<file path="src/rtl/soft_error_pkg.sv">
// rtl/soft_error_pkg.sv - shared types, defaults and width helpers for the soft-error monitor
package soft_error_pkg;

  typedef enum logic {
    ST_INIT  = 1'b0,
    ST_ARMED = 1'b1
  } sem_state_t;

  localparam logic [15:0] DEFAULT_PATTERN = 16'hA5C3;

  // Index width that never collapses to zero for single-entry ranges.
  function automatic int clog2_min1(input int n);
    return (n <= 1) ? 1 : $clog2(n);
  endfunction

endpackage

</file>
<file path="src/rtl/soft_error_cell.sv">
// rtl/soft_error_cell.sv - one channel: redundant banks A/B, compare, scrub, saturating counters, pulses
module soft_error_cell
  import soft_error_pkg::*;
#(
  parameter int                BANK_W  = 16,
  parameter logic [BANK_W-1:0] PATTERN = BANK_W'(DEFAULT_PATTERN),
  parameter int                CNT_W   = 16
) (
  input  logic                  clk,
  input  logic                  rst,
  input  logic                  clr,
  input  logic                  armed,
  input  logic [1:0]            inj,
  input  logic [BANK_W-1:0]     inj_mask,
  output logic [1:0]            event_hit,
  output logic [1:0]            pulse,
  output logic [1:0][CNT_W-1:0] cnt
);

  // Index 0 is bank A, index 1 is bank B; kept distinct so they are never merged or constant-folded.
  (* keep = "true", dont_touch = "true" *) logic [BANK_W-1:0] bank [2];
  (* keep = "true", dont_touch = "true" *) logic [1:0]        mismatch;

  always_comb begin
    mismatch = '0;
    for (int b = 0; b < 2; b++) begin
      mismatch[b] = (bank[b] != PATTERN);
    end
    event_hit = mismatch & {2{armed}};
  end

  // Scrub has priority over a same-edge injection, so that injection is lost.
  always_ff @(posedge clk) begin
    for (int b = 0; b < 2; b++) begin
      if (rst) begin
        bank[b]  <= PATTERN;
        cnt[b]   <= '0;
        pulse[b] <= 1'b0;
      end else begin
        if (mismatch[b]) begin
          bank[b] <= PATTERN;
        end else if (inj[b]) begin
          bank[b] <= bank[b] ^ inj_mask;
        end
        pulse[b] <= event_hit[b];
        if (clr) begin
          cnt[b] <= CNT_W'(event_hit[b]);
        end else if (event_hit[b] && (cnt[b] != '1)) begin
          cnt[b] <= cnt[b] + CNT_W'(1);
        end
      end
    end
  end

endmodule

</file>
<file path="src/rtl/soft_error_monitor_array.sv">
// rtl/soft_error_monitor_array.sv - N_CH-channel upset sensor array with arming FSM, injection and readout
module soft_error_monitor_array
  import soft_error_pkg::*;
#(
  parameter int                N_CH     = 8,
  parameter int                BANK_W   = 16,
  parameter logic [BANK_W-1:0] PATTERN  = BANK_W'(DEFAULT_PATTERN),
  parameter int                CNT_W    = 16,
  parameter int                INIT_CYC = 32,
  parameter string             ORIGIN   = "X0Y0",
  localparam int               CH_W     = clog2_min1(N_CH),
  localparam int               BIT_W    = clog2_min1(BANK_W)
) (
  input  logic             i_clk,
  input  logic             i_rst,
  input  logic             i_clr,
  input  logic             i_inj_en,
  input  logic             i_inj_bank,
  input  logic [CH_W-1:0]  i_inj_ch,
  input  logic [BIT_W-1:0] i_inj_bit,
  input  logic [CH_W-1:0]  i_rd_ch,
  output logic [CNT_W-1:0] o_rd_cnt_a,
  output logic [CNT_W-1:0] o_rd_cnt_b,
  output logic [N_CH-1:0]  o_pulse_a,
  output logic [N_CH-1:0]  o_pulse_b,
  output logic             o_armed,
  output logic             error_A,
  output logic             error_B
);

  localparam int               IC_W       = clog2_min1(INIT_CYC);
  localparam logic [CH_W:0]    N_CH_LIM   = N_CH[CH_W:0];
  localparam logic [BIT_W:0]   BANK_W_LIM = BANK_W[BIT_W:0];

  sem_state_t              state;
  logic [IC_W-1:0]         init_cnt;
  logic                    inj_hit;
  logic                    rd_ok;
  logic [BANK_W-1:0]       inj_mask;
  logic [1:0]              ev [N_CH];
  logic [1:0]              pulse [N_CH];
  logic [1:0][CNT_W-1:0]   cnt [N_CH];
  logic                    any_a;
  logic                    any_b;

  assign inj_hit  = i_inj_en && ({1'b0, i_inj_ch} < N_CH_LIM) && ({1'b0, i_inj_bit} < BANK_W_LIM);
  assign inj_mask = BANK_W'(1) << i_inj_bit;
  assign rd_ok    = ({1'b0, i_rd_ch} < N_CH_LIM);
  assign o_armed  = (state == ST_ARMED);

  always_ff @(posedge i_clk) begin
    if (i_rst) begin
      state    <= ST_INIT;
      init_cnt <= '0;
    end else if (state == ST_INIT) begin
      if (init_cnt == IC_W'(INIT_CYC - 1)) begin
        state <= ST_ARMED;
      end else begin
        init_cnt <= init_cnt + IC_W'(1);
      end
    end
  end

  for (genvar i = 0; i < N_CH; i++) begin : g_ch
    logic [1:0] inj_i;
    assign inj_i = {inj_hit && (i_inj_ch == CH_W'(i)) &&  i_inj_bank,
                    inj_hit && (i_inj_ch == CH_W'(i)) && !i_inj_bank};

    (* rloc_origin = ORIGIN *)
    soft_error_cell #(
      .BANK_W  (BANK_W),
      .PATTERN (PATTERN),
      .CNT_W   (CNT_W)
    ) u_cell (
      .clk       (i_clk),
      .rst       (i_rst),
      .clr       (i_clr),
      .armed     (o_armed),
      .inj       (inj_i),
      .inj_mask  (inj_mask),
      .event_hit (ev[i]),
      .pulse     (pulse[i]),
      .cnt       (cnt[i])
    );

    assign o_pulse_a[i] = pulse[i][0];
    assign o_pulse_b[i] = pulse[i][1];
  end

  always_comb begin
    any_a = 1'b0;
    any_b = 1'b0;
    for (int i = 0; i < N_CH; i++) begin
      any_a = any_a | ev[i][0];
      any_b = any_b | ev[i][1];
    end
  end

  // A new event in the clear cycle still leaves the flag set.
  always_ff @(posedge i_clk) begin
    if (i_rst) begin
      error_A    <= 1'b0;
      error_B    <= 1'b0;
      o_rd_cnt_a <= '0;
      o_rd_cnt_b <= '0;
    end else begin
      error_A    <= any_a | (error_A & ~i_clr);
      error_B    <= any_b | (error_B & ~i_clr);
      o_rd_cnt_a <= rd_ok ? cnt[i_rd_ch][0] : '0;
      o_rd_cnt_b <= rd_ok ? cnt[i_rd_ch][1] : '0;
    end
  end

endmodule

</file>
<file path="config.mk">
export PLATFORM = sky130hd
export DESIGN_NAME = soft_error_monitor_array
export DESIGN_NICKNAME = d
export VERILOG_FILES = /design/src/rtl/soft_error_pkg.sv /design/src/rtl/soft_error_cell.sv /design/src/rtl/soft_error_monitor_array.sv
export SDC_FILE = /design/constraint.sdc
export NUM_CORES = 1
export LEC_CHECK = 0
export ABC_AREA = 0
export CORE_MARGIN = 2
export CORE_UTILIZATION = 30
export DETAILED_ROUTE_END_ITERATION = 6
export GPL_TIMING_DRIVEN = 0
export HOLD_SLACK_MARGIN = 0.12
export PLACE_DENSITY_LB_ADDON = 0.2
export SLEW_MARGIN = 30
export SYNTH_ARGS = -nofsm -noshare
export SYNTH_HDL_FRONTEND = slang
export SYNTH_SLANG_ARGS = --single-unit
</file>
<file path="constraint.sdc">
create_clock -name i_clk -period 2.7 [get_ports i_clk]
set_input_delay 0.27 -clock i_clk [delete_from_list [all_inputs] [get_ports i_clk]]
set_output_delay 0.27 -clock i_clk [all_outputs]
set_load 0.03 [all_outputs]
</file>
==> results.yml <==
status:
  outcome: "finished, final reports clean"
routing:
  vias: 21900
  drtPass1Iterations: 6
  via_per_inst: 5.20
  ant_nets: 0
  drc: 0
  drt_wl_total_um: 91400
  first_iter_violations: 1832
  drt-wirelength-per-cell_um: 21.7
cts:
  insertion_delay_ps: 620
  cts.clk_slew.worst_paths_ps: 60
  cts_buffers: 69
  cts.htree.levels: 3
  clkSinkCount: 568
  holdBufCountCts: 0
  cts_tree: "yes"
  root_buffer: "clkbuf_16"
  clock_path_buffers: 3
grt:
  grt_use_total_pct: 18.3
  grt_pass1_wl_um: 136000
  grt_pass1_vias: 20700
  overflow: 0
  grt_start_max_net_pins: 20
  antenna_found_initial: 7
synth:
  post-synth-top-count-cell: "nor2_1"
  synth_area_mm2: 0.0284
  yosysUniqueCellTypes: 63
  synth_common_cells: "nor2_1 (346), dfxtp_1 (312), nand2_1 (267)"
  yosys-top-cells-area: "edfxtp_1 (27%), dfxtp_1 (22%), xnor2_1 (7.0%)"
  yosys_most_used_dff: "dfxtp_1"
  syn-instance-count: 2770
  synth-edff-count: 256
  syn-num-nets: 2803
  synth_top_area_cell: "edfxtp_1"
  synth_top_cell_area_share_pct: 27.1
  synth_area_per_cell_um2: 10.3
  yosys_register_bits: 568
  ys_async_sr_fraction_pct: 0
  ys_seq_area_share_pct: 49.1
  synth-warning-count: 0
worst_setup_path:
  cp-start-kind: "primary input"
  crit_chain: "clkdlybuf4s50_1 > clkbuf_1 > buf_8 > clkdlybuf4s15_1 > a311o_2"
  r2r_cells: 3
  crit_type: "primary input to flip-flop"
  required_ps: 2960
  critPathMaxStageDelay_ps: 760
  cp.arrival_ps: 2910
  slowest_stage: "clkdlybuf4s50_1"
  crit_fanout: 16
  end_kind: "flip-flop"
layout:
  final_core_util_pct: 35.5
  diodes: 0
  layout.nets: 2937
  final-seq-area_mm2: 0.0139
  area_growth_pct: 17.1
  drive_above_1_share_pct: 10.5
  fillCellCount: 9519
  multi_input_area_mm2: 0.0140
sta:
  maxSlewHeadroom_pct: 32.9
  skew_ps: 25.7
  finalSetupViolCount: 0
  hold_viol: 0
  drv_slew: 0
  fmax_mhz: 377
  tns_ps: 0
  rsz0062_at_grt: "false"
  fin_crit_sh_pct: 98.2
  worst_pin_slew_ps: 1010
  fin_crit_ps: 2650
power_and_ir_drop:
  ir_drop_v: 0.000331
  power.density_mw_per_mm2: 574
  power_leakage_nw: 10.3
floorplanning:
  pin_count: 66
  design.core.area_mm2: 0.0936
  rows: 112
  dieArea_mm2: 0.0972
  die_w_um: 312
  chipHeight_um: 312
  start_util_pct: 30.3
min_path:
  worstHoldPathType: "primary input to flip-flop"
  holdPathStages: 4
placed_design:
  globalplace.congestion: 0.863
  port_buffers: 57
  dpl.hpwl_um: 63900
job:
  cap_violations: 0
kinds of logic (layout without fill, tap and decap cells):
logic type / count (synthesis) / after routing / share of synthesized area [%]
buffers and inverters: 183 / 369 / 2.55
XOR/XNOR: 367 / 367 / 11.3
AO/OA/AOI/OAI: 329 / 329 / 7.80
AND/OR/NAND/NOR: 1194 / 1194 / 21.7
adder cells (fa/ha/maj): 18 / 18 / 0.793
flip-flops: 568 / 568 / 49.1
multiplexers: 111 / 111 / 6.73
placed cells by master, fill, tap and decap left out, drive strengths merged, types with 57 or more instances in the layout:
cell type      count
nand3             96
dfxtp            312
clkdlybuf4s50     57
xor2             141
clkbuf           191
nand2            267
a21oi             96
edfxtp           256
mux4              64
xnor2            226
or3               72
nor2             346
nand4             84
o21ai             64
routing by layer:
metal / global-route usage (%) / vias up / wire (um)
met5: 0 / - / 9
met4: 4.52 / 2 / 1860
met3: 3.30 / 115 / 5190
met2: 29.3 / 591 / 42000
met1: 25.6 / 10700 / 42300
li1: - / 10400 / -
final timing paths:
path	slack, ps	endpoint	from
min reg2reg	480	init_cnt[4]	init_cnt[4]
max reg2reg	60	g_ch[0].u_cell.bank[0][2]	g_ch[0].u_cell.bank[0][12]
min	310	g_ch[1].u_cell.bank[1][0]	i_inj_bit[3]
max	50	g_ch[4].u_cell.bank[1][2]	i_rst
where the power goes:
group	total, mW	switching [mW]	internal [mW]	leakage [nW]
Combinational	0.723	0.545	0.178	4.27
Clock	9.36	3.84	5.51	1.13
Sequential	8.99	0.00660	8.98	4.92
Total	19.1	4.40	14.7	10.3
critical path: cells and delay by family:
kind,cells,cell delay (ps)
compound gates,1,500
buf+inv,4,2110
what timing repair did:
action                     in CTS  in global routing
buffers inserted                6                  1
pin swaps                       1                  2
setup endpoints to repair     379                117
gates resized for setup        45                 13
per-stage QoR:
step	area, um^2	hold WS [ps]	total power [mW]	cells	setup WS, ps
2_1_floorplan	28400	444	9.60	2770	462
3_3_place_gp	30500	470	9.89	4081	-1720
3_5_place_dp	30600	480	9.90	4082	-1700
4_1_cts	33100	283	19.3	4209	1.39
5_1_grt	33200	327	19.7	4210	2.36
6_report	33200	312	19.1	4210	48.2
sequential cells by signal (all words and copies together), names as in the netlist:
signal             flops
g_ch.u_cell.bank     256
g_ch.u_cell.cnt      256
g_ch.u_cell.pulse     16
o_rd_cnt_a            16
o_rd_cnt_b            16
init_cnt               5
error_A                1
error_B                1
o_armed                1
layout make-up:
class | count | area share, %
Timing Repair Buffer | 65 | 2.03
Clock buffer | 96 | 6.08
Clock inverter | 27 | 0.704
Inverter | 42 | 0.474
Sequential cell | 568 | 41.9
Multi-Input combinational cell | 2019 | 42.2
Tap cell | 1254 | 4.72
Buffer | 139 | 1.87
Note: power is estimated with default switching activity, not from simulation.
